### config.mk
export PLATFORM = sky130hd
export DESIGN_NAME = riscv_fetch_align
export DESIGN_NICKNAME = d
export VERILOG_FILES = /design/src/rtl/riscv_fetch_align.sv
export SDC_FILE = /design/constraint.sdc
export NUM_CORES = 1
export LEC_CHECK = 0
export CAP_MARGIN = 15
export CORE_MARGIN = 5
export CORE_UTILIZATION = 40
export DETAILED_ROUTE_END_ITERATION = 10
export GPL_ROUTABILITY_DRIVEN = 1
export GPL_TIMING_DRIVEN = 0
export HOLD_SLACK_MARGIN = 0.08
export PLACE_DENSITY = 0.75
export SETUP_SLACK_MARGIN = 0.3
export SKIP_CTS_REPAIR_TIMING = 1
export SLEW_MARGIN = 20
export SYNTH_ARGS = -nofsm -noshare
export SYNTH_HDL_FRONTEND = slang
export SYNTH_SLANG_ARGS = --single-unit
### constraint.sdc
create_clock -name clk -period 4.32 [get_ports clk]
set_input_delay 0.864 -clock clk [delete_from_list [all_inputs] [get_ports clk]]
set_output_delay 0.864 -clock clk [all_outputs]
set_load 0.005 [all_outputs]
### src/rtl/riscv_fetch_align.sv
// riscv_fetch_align: splits fetch words into 16-bit parcels, queues them and
// hands one 32-bit or compressed 16-bit instruction per handshake to the
// decoder, tracking the PC of each instruction. Redirects flush the queue.
//
// Build option: define RISCV_ISA_C_EN to enable compressed (RVC) support.
// Without it, every instruction is 32 bits, redirects are word-granular and
// parcels that look compressed are flagged on ins_ill.
module riscv_fetch_align #(
    parameter int             IFW    = 32,
    parameter int             PCW    = 32,
    parameter int             QD     = 8,
    parameter logic [PCW-1:0] RST_PC = PCW'(32'h8000_0000)
) (
    input  logic           clk,
    input  logic           rst_n,
    input  logic           fch_vld,
    output logic           fch_rdy,
    input  logic [IFW-1:0] fch_dat,
    input  logic           jmp_vld,
    input  logic [PCW-1:0] jmp_adr,
    output logic           ins_vld,
    input  logic           ins_rdy,
    output logic [31:0]    ins_dat,
    output logic [PCW-1:0] ins_pc,
    output logic           ins_cmp,
    output logic           ins_ill
);

    localparam int NP = IFW / 16;           // parcels per fetch word
    localparam int OW = (NP > 2) ? 2 : 1;   // parcel offset width
    localparam int AW = $clog2(QD);
    localparam int CW = AW + 1;

    logic [15:0]    q [QD];
    logic [AW-1:0]  rptr;
    logic [AW-1:0]  wptr;
    logic [CW-1:0]  count;
    logic [PCW-1:0] pc;
    logic [OW-1:0]  skip;

    logic [15:0]    h0;
    logic [15:0]    h1;
    logic           is_c;
    logic [1:0]     need;
    logic           push;
    logic           pop;
    logic [CW-1:0]  n_push;
    logic [CW-1:0]  n_pop;

    // Parcel offset of an address inside its fetch word; without RVC only
    // whole 32-bit slots can be targeted.
    function automatic logic [OW-1:0] word_off(input logic [PCW-1:0] a);
        logic [OW-1:0] o;
        o = a[OW:1];
`ifndef RISCV_ISA_C_EN
        o[0] = 1'b0;
`endif
        return o;
    endfunction

    function automatic logic [PCW-1:0] align_pc(input logic [PCW-1:0] a);
`ifdef RISCV_ISA_C_EN
        return {a[PCW-1:1], 1'b0};
`else
        return {a[PCW-1:2], 2'b00};
`endif
    endfunction

    // Instruction extraction from the queue head, plus handshake qualifiers.
    always_comb begin
        h0   = q[rptr];
        h1   = q[rptr + AW'(1)];
        is_c = (h0[1:0] != 2'b11);
`ifdef RISCV_ISA_C_EN
        need    = is_c ? 2'd1 : 2'd2;
        ins_dat = is_c ? {16'h0000, h0} : {h1, h0};
`else
        need    = 2'd2;
        ins_dat = {h1, h0};
`endif
        ins_vld = (count >= CW'(need));
`ifdef RISCV_ISA_C_EN
        ins_cmp = ins_vld & is_c;
        ins_ill = 1'b0;
`else
        ins_cmp = 1'b0;
        ins_ill = ins_vld & is_c;
`endif
        ins_pc  = pc;
        // Registered-only: a pop in this cycle does not open the fetch side.
        fch_rdy = (count <= CW'(QD - NP));
        push    = fch_vld & fch_rdy & ~jmp_vld;
        pop     = ins_vld & ins_rdy & ~jmp_vld;
        n_push  = push ? (CW'(NP) - CW'(skip)) : '0;
        n_pop   = pop ? CW'(need) : '0;
    end

    // Parcel storage: write the kept parcels of an accepted fetch word.
    always_ff @(posedge clk or negedge rst_n) begin
        if (!rst_n) begin
            for (int i = 0; i < QD; i++) q[i] <= '0;
        end else if (push) begin
            for (int i = 0; i < NP; i++) begin
                if (i >= int'(skip))
                    q[wptr + AW'(i) - AW'(skip)] <= fch_dat[16*i +: 16];
            end
        end
    end

    // Pointers, occupancy, PC and skip; a redirect overrides both handshakes.
    always_ff @(posedge clk or negedge rst_n) begin
        if (!rst_n) begin
            rptr  <= '0;
            wptr  <= '0;
            count <= '0;
            pc    <= {RST_PC[PCW-1:1], 1'b0};
            skip  <= word_off(RST_PC);
        end else if (jmp_vld) begin
            rptr  <= wptr;
            count <= '0;
            pc    <= align_pc(jmp_adr);
            skip  <= word_off(jmp_adr);
        end else begin
            if (push) begin
                wptr <= wptr + AW'(n_push);
                skip <= '0;
            end
            if (pop) begin
                rptr <= rptr + AW'(need);
                pc   <= pc + PCW'({need, 1'b0});
            end
            count <= count + n_push - n_pop;
        end
    end

endmodule

==> key figures, run 1 <==
Run status
  – Status: finished clean

STA
  – Max frequency: ~0.28 GHz
  – Setup ws final: ~730 ps
  – Rel. slew slack: 0.495
  – Final Critical Period: about 3600 ps
  – Final setup viols: 0
  – Skew final: ~8.4 ps
  – Period utilization: 0.832
  – Slew of the pin with the lowest slew margin: ~750 ps
  – Unrepaired setup endpoints after global routing: no
  – Hold WS: 466 ps
  – Final Max Tran Viols: 0
  – Final hold viol count: 0

Logic synthesis
  – Yosys synthesis warning count: 0
  – Main flop type after synthesis: dfrtp_1
  – Largest area contributor in the netlist: dfrtp_1
  – Netlist Area Pre-Place: 7670 um^2
  – Async S/R FF share, synth: 1.00
  – Yosys top cell area share: 0.535
  – Number of synthesized flops with an enable pin: 0
  – Synth area leaders: dfrtp_1 (53%), mux2_2 (19%), mux4_2 (9.4%)
  – Syn Inst Count: roughly 550
  – Syn avg cell area: 13.8 um^2
  – Library cells used by synthesis: 39
  – Flops & latches, synth: ~170
  – Post-synthesis sequential area ratio: 0.538

Die
  – Die extent in x: around 150 um
  – Vert. Die Dim: roughly 150 um
  – IO Pins: ~140
  – Core area: roughly 19,000 um^2
  – Die area: about 22,000 um^2
  – Placement Rows: 50
  – Starting Density: 0.409

Placed design
  – Placed cell count: ~920
  – Routability Congestion: roughly 0.84
  – Port bufs: 130
  – Pre-CTS WS: about 1000 ps
  – DPL Wire Length: between 10,000 and 15,000 um

Cells and area
  – N_diodes: 0
  – Post-route insts no fill: 953
  – Area growth from synthesis to layout: 28.9%
  – Utilization after layout: 0.527
  – Share of layout cells above drive strength 1: 0.312
  – Nets@finish: about 780

Setup path
  – Critical path class: flip-flop to output pin
  – Critical Path RT: between 3000 and 4000 ps
  – Critical Path Sink Type: output pin
  – Worst Path Max Fanout: 10
  – Worst setup SP type: flip-flop
  – CP Data Arrival Time: 2730 ps

Clock tree
  – CTS sink count: 165
  – CTS tree: built
  – Cts bufs inserted: 17
  – Root buf cell: clkbuf_16
  – H-tree depth: 4
  – Clk buf depth: 2
  – Clock latency on the worst-skew pair: 420 ps
  – Clock Pin Slew Worst Setup and Hold Paths: roughly 60 ps

GRT
  – GRT Residual Overflow: 0
  – First-pass GRT wire length: 30,300 um
  – Initial antenna violation count: 1
  – Vias in the first global route: between 5,000 and 6,000
  – Largest net degree at the start of global routing: 91
  – Global Route Usage Sum: 0.175

Route
  – Via count: 5,083
  – Detailed-route vias per instance: around 5.3
  – Post-DRT Antenna Nets: 0
  – Wire per inst: a little under 20 um
  – Final WL: roughly 19,000 um
  – DRT Pass-1 Iters: 4
  – DRT iter0 DRCs: about 280
  – Residual DRC: 0

Power
  – Power Dens Cells: 668 nW/um^2
  – Peak supply drop: 0.293 mV
  – Leak: roughly 4.1 nW
  – PnR Total Power: 0.00661 W

Hold path
  – Tightest Hold Check Type: primary input to asynchronous set/reset pin

Flow run
  – Max-cap violations: 0
## layout by cell type (no fill, tap or decap), types with 17 or more instances in the layout
cell,n
mux4_2,32
clkdlybuf4s50_1,129
mux2_2,129
clkbuf_16,17
o21ai_0,27
nand2_1,40
dfrtp_1,164
xnor2_1,28
buf_2,17
## registers in the layout (all words and copies together), names as in the netlist
| signal | count |
|---|---|
| count | 3 |
| ins_pc | 30 |
| q | 128 |
| rptr | 2 |
| wptr | 2 |
## metal layers
layer / track usage / wire length [um] / up-vias
met4: 0.0536 / 357 / 2
met2: 0.298 / 9430 / 157
met5: 0 / 13 / -
li1: - / - / 2289
met1: 0.217 / 7780 / 2602
met3: 0.0478 / 1140 / 33
## where the power goes
part / internal, W / total, W / switching, W / leakage (nW)
Combinational: 0.00166 / 0.00258 / 0.000920 / 1.81
Sequential: 0.00219 / 0.00254 / 0.000352 / 2.03
Clock: 0.000853 / 0.00149 / 0.000639 / 0.268
## logic make-up (layout without fill, tap and decap cells)
kind of cell	Yosys count	count (layout)	share of synthesized area
buf+inv	52	215	0.0316
xor+xnor	32	32	0.0365
compound gates	35	35	0.0236
flops	165	165	0.538
other cells	1	3	0.000489
fa+ha+maj	6	6	0.0117
simple gates	100	100	0.0718
mux	163	163	0.286
## area by class of cell
cell class | instances | area [um^2]
Buffer | 37 | 186
Fill cell | 1546 | 8880
Sequential cell | 165 | 4130
Clock inverter | 15 | 155
Tap cell | 234 | 293
Inverter | 15 | 56.3
Clock buffer | 17 | 425
Timing Repair Buffer | 131 | 1330
Multi-Input combinational cell | 339 | 3310
## synth_stat cells, types with 2 or more instances
library cell	number
and3_1	2
nor3_1	8
o21ai_0	27
buf_4	3
nor2_1	10
and4_1	2
nand2_1	40
nand3_1	11
inv_1	14
dfrtp_1	164
nand3b_1	3
nand4_1	5
nor4_4	3
mux2_2	129
mux4_2	32
mux2i_1	2
clkbuf_1	14
ha_1	4
xnor2_1	28
nor4_2	2
fa_1	2
or4_1	2
xor2_1	4
buf_2	17
o21ai_1	4
nor4_1	8
buf_6	2
## worst max-delay path, stage by stage, from the launching register on
cell             delay (ps)
dfrtp_1                 320
clkbuf_1                440
buf_2                   450
mux4_2                  610
clkdlybuf4s50_1         480
## metrics by stage
stage	area (um^2)	TNS [ps]
floorplan	7680	0
global placement	9270	-623430
detailed placement	9310	0
CTS	9890	0
global route	9890	0
finish	9890	0
## path summary, 6_finish.rpt
check | from | slack, ps | cells after the start | endpoint
hold reg to reg | q[24] | 500 | 1 | q[24]
max in group asynchronous | rst_n | 3050 | 2 | q[67]
hold / removal | rst_n | 470 | 1 | q[21]
setup reg to reg | count[2] | 1510 | 6 | q[100]
min in group clk | q[24] | 500 | 1 | q[24]
setup / recovery | rptr[1] | 730 | 4 | ins_dat[27]
Power figures use the tool's default switching activity.
==> inputs of run 2 (changes only) <==
Clock period 4.32 ns to 3.5 ns, I/O delays scaled along.
==> run 2 against run 1 <==
Effect of this change: wire length fell by 0.13%; critical endpoint unchanged; sequential power rose by 23%; sequential share of layout area fell by 0.053 points; largest power group unchanged; power rose by 24%; clock power rose by 23%; cell area rose by 0.13%; clock-buffer cell count did not move.
==> key figures, run 2 (synthesized netlist as in run 1, its figures left out) <==
Power
  – Sw Ratio: 0.288
  – Clock share of power: 0.225
  – Sequential power share: 0.384
  – Leak: approximately 4.1 nW
  – Power Dens Cells: around 820 nW/um^2
  – P_sw: approximately 0.0024 W
  – Peak supply drop: approximately 0.36 mV
  – Internal: slightly below 0.006 W
  – Logic pwr share: 0.391

Setup path
  – CP Data Arrival Time: between 2000 and 2500 ps
  – Critical Path Sink Type: output pin
  – Critical Path RT: approximately 2800 ps
  – Worst Path Max Fanout: 10
  – Worst setup SP type: flip-flop
  – Critical path class: flip-flop to output pin

Clock tree
  – CTS sink count: around 170
  – H-tree depth: 4
  – Cts bufs inserted: 17
  – Clk buf depth: 2
  – Clock latency on the worst-skew pair: approximately 430 ps
  – Root buf cell: clkbuf_16
  – CTS tree: built
  – Clock Pin Slew Worst Setup and Hold Paths: around 60 ps

Cells and area
  – Area growth from synthesis to layout: 29.0%
  – Share of layout cells above drive strength 1: 0.317
  – Nets@finish: about 780
  – Post-route cell area: roughly 9900 um^2
  – Most common cell after layout, fill and taps aside: dfrtp_1
  – Commonest cells after routing, fill and taps aside: dfrtp_1 (164), mux2_2 (129), clkdlybuf4s50_1 (129)
  – Post-route insts no fill: 953
  – Biggest register: q
  – Max reg flops: approximately 130
  – N_diodes: 0

Route
  – Final WL: ~19,000 um
  – DR WL met3: between 1000 and 1500 um
  – Post-DRT Antenna Nets: 0
  – DRT iter0 DRCs: 299
  – M1 wire length: a little under 8000 um
  – Top layer in use: met5
  – DRT Pass-1 Iters: 4
  – Residual DRC: 0
  – Via count: around 5,000
  – Detailed-route vias per instance: 5.35
  – DR WL met2: about 9500 um
  – Wire per inst: between 15 and 20 um

Hold path
  – Tightest Hold Check Type: primary input to asynchronous set/reset pin

STA
  – Rel. slew slack: 0.492
  – Unrepaired setup endpoints after global routing: yes
  – Skew final: ~14 ps
  – Final Max Tran Viols: 0
  – Final Critical Period: approximately 3100 ps
  – Slew of the pin with the lowest slew margin: between 700 and 800 ps
  – Hold WS: approximately 300 ps
  – Final hold viol count: 0
  – Max frequency: 0.325 GHz
  – Final setup viols: 0
  – Period utilization: 0.880

Die
  – Die area: 22,100 um^2
  – Core area: roughly 19,000 um^2
  – Vert. Die Dim: 148 um
  – Starting Density: 0.409
  – Placement Rows: 50
  – IO Pins: around 140
  – Die extent in x: approximately 150 um

Placed design
  – Routability Congestion: 0.841
  – Area after DPL: between 9000 and 10,000 um^2
  – Port bufs: 130
  – Placed cell count: 921
  – DPL Wire Length: roughly 13,000 um

Flow run
  – Max-cap violations: 0

GRT
  – Global Route Usage Sum: 0.175
  – Vias in the first global route: 5,696
  – First-pass GRT wire length: around 30,000 um
  – Largest net degree at the start of global routing: a little over 90
  – Initial antenna violation count: 1
  – GRT Residual Overflow: 0

Run status
  – Status: finished clean
-- run 2: changes by cell type in the layout (fill, tap and decap cells not counted), sizes merged --
cell    before  now
buf         25   26
clkbuf      31   30
-- run 2: critical path, stage by stage, from the launching register on --
cell and delay, ps:
dfrtp_1 320, clkbuf_2 270, buf_4 300, mux4_2 580
clkdlybuf4s50_1 470
-- run 2: layout make-up --
type                       count  area, um^2
inverter                      15        56.3
sequential                   165        4130
tap                          234         293
fill                        1549        8870
clock buffer                  17         425
timing repair buffer         131        1330
multi-input combinational    339        3310
clock inverter                15         155
buffer                        37         199
-- run 2: path summary, 6_finish.rpt --
kind                               start          end  slack (ps)  depth (start not counted)
min in group clk                   q[24]        q[24]         500                          1
worst min register to register     q[24]        q[24]         500                          1
worst max-delay path             rptr[1]  ins_dat[27]         420                          4
worst max register to register  count[2]       q[100]         680                          6
max in group asynchronous          rst_n        q[32]        2410                          2
worst min-delay path               rst_n        q[21]         300                          1
-- run 2: power by group through the flow --
stage	clock network, W	logic [W]	registers [W]
finish	0.00184	0.00319	0.00313
global route	0.00195	0.00345	0.00322
CTS	0.00188	0.00325	0.00313
detailed placement	0	0.00323	0.00316
global placement	0	0.00311	0.00307
floorplan	0	0.00185	0.00300
-- run 2: metrics by stage --
stage | setup TNS [ps] | util | power [W] | worst slack [ps]
floorplan | 0 | - | 0.00485 | 817
global placement | -731670 | 0.494 | 0.00618 | -4450
detailed placement | 0 | 0.496 | 0.00639 | 330
CTS | -28.9 | 0.527 | 0.00826 | -21.3
global route | 0 | 0.527 | 0.00862 | 290
finish | 0 | 0.527 | 0.00816 | 419
-- run 2: per-layer routing --
metal,vias up,GRT usage
met2,170,0.298
met4,2,0.0536
met3,30,0.0478
met1,2606,0.217
li1,2294,-
met5,-,0
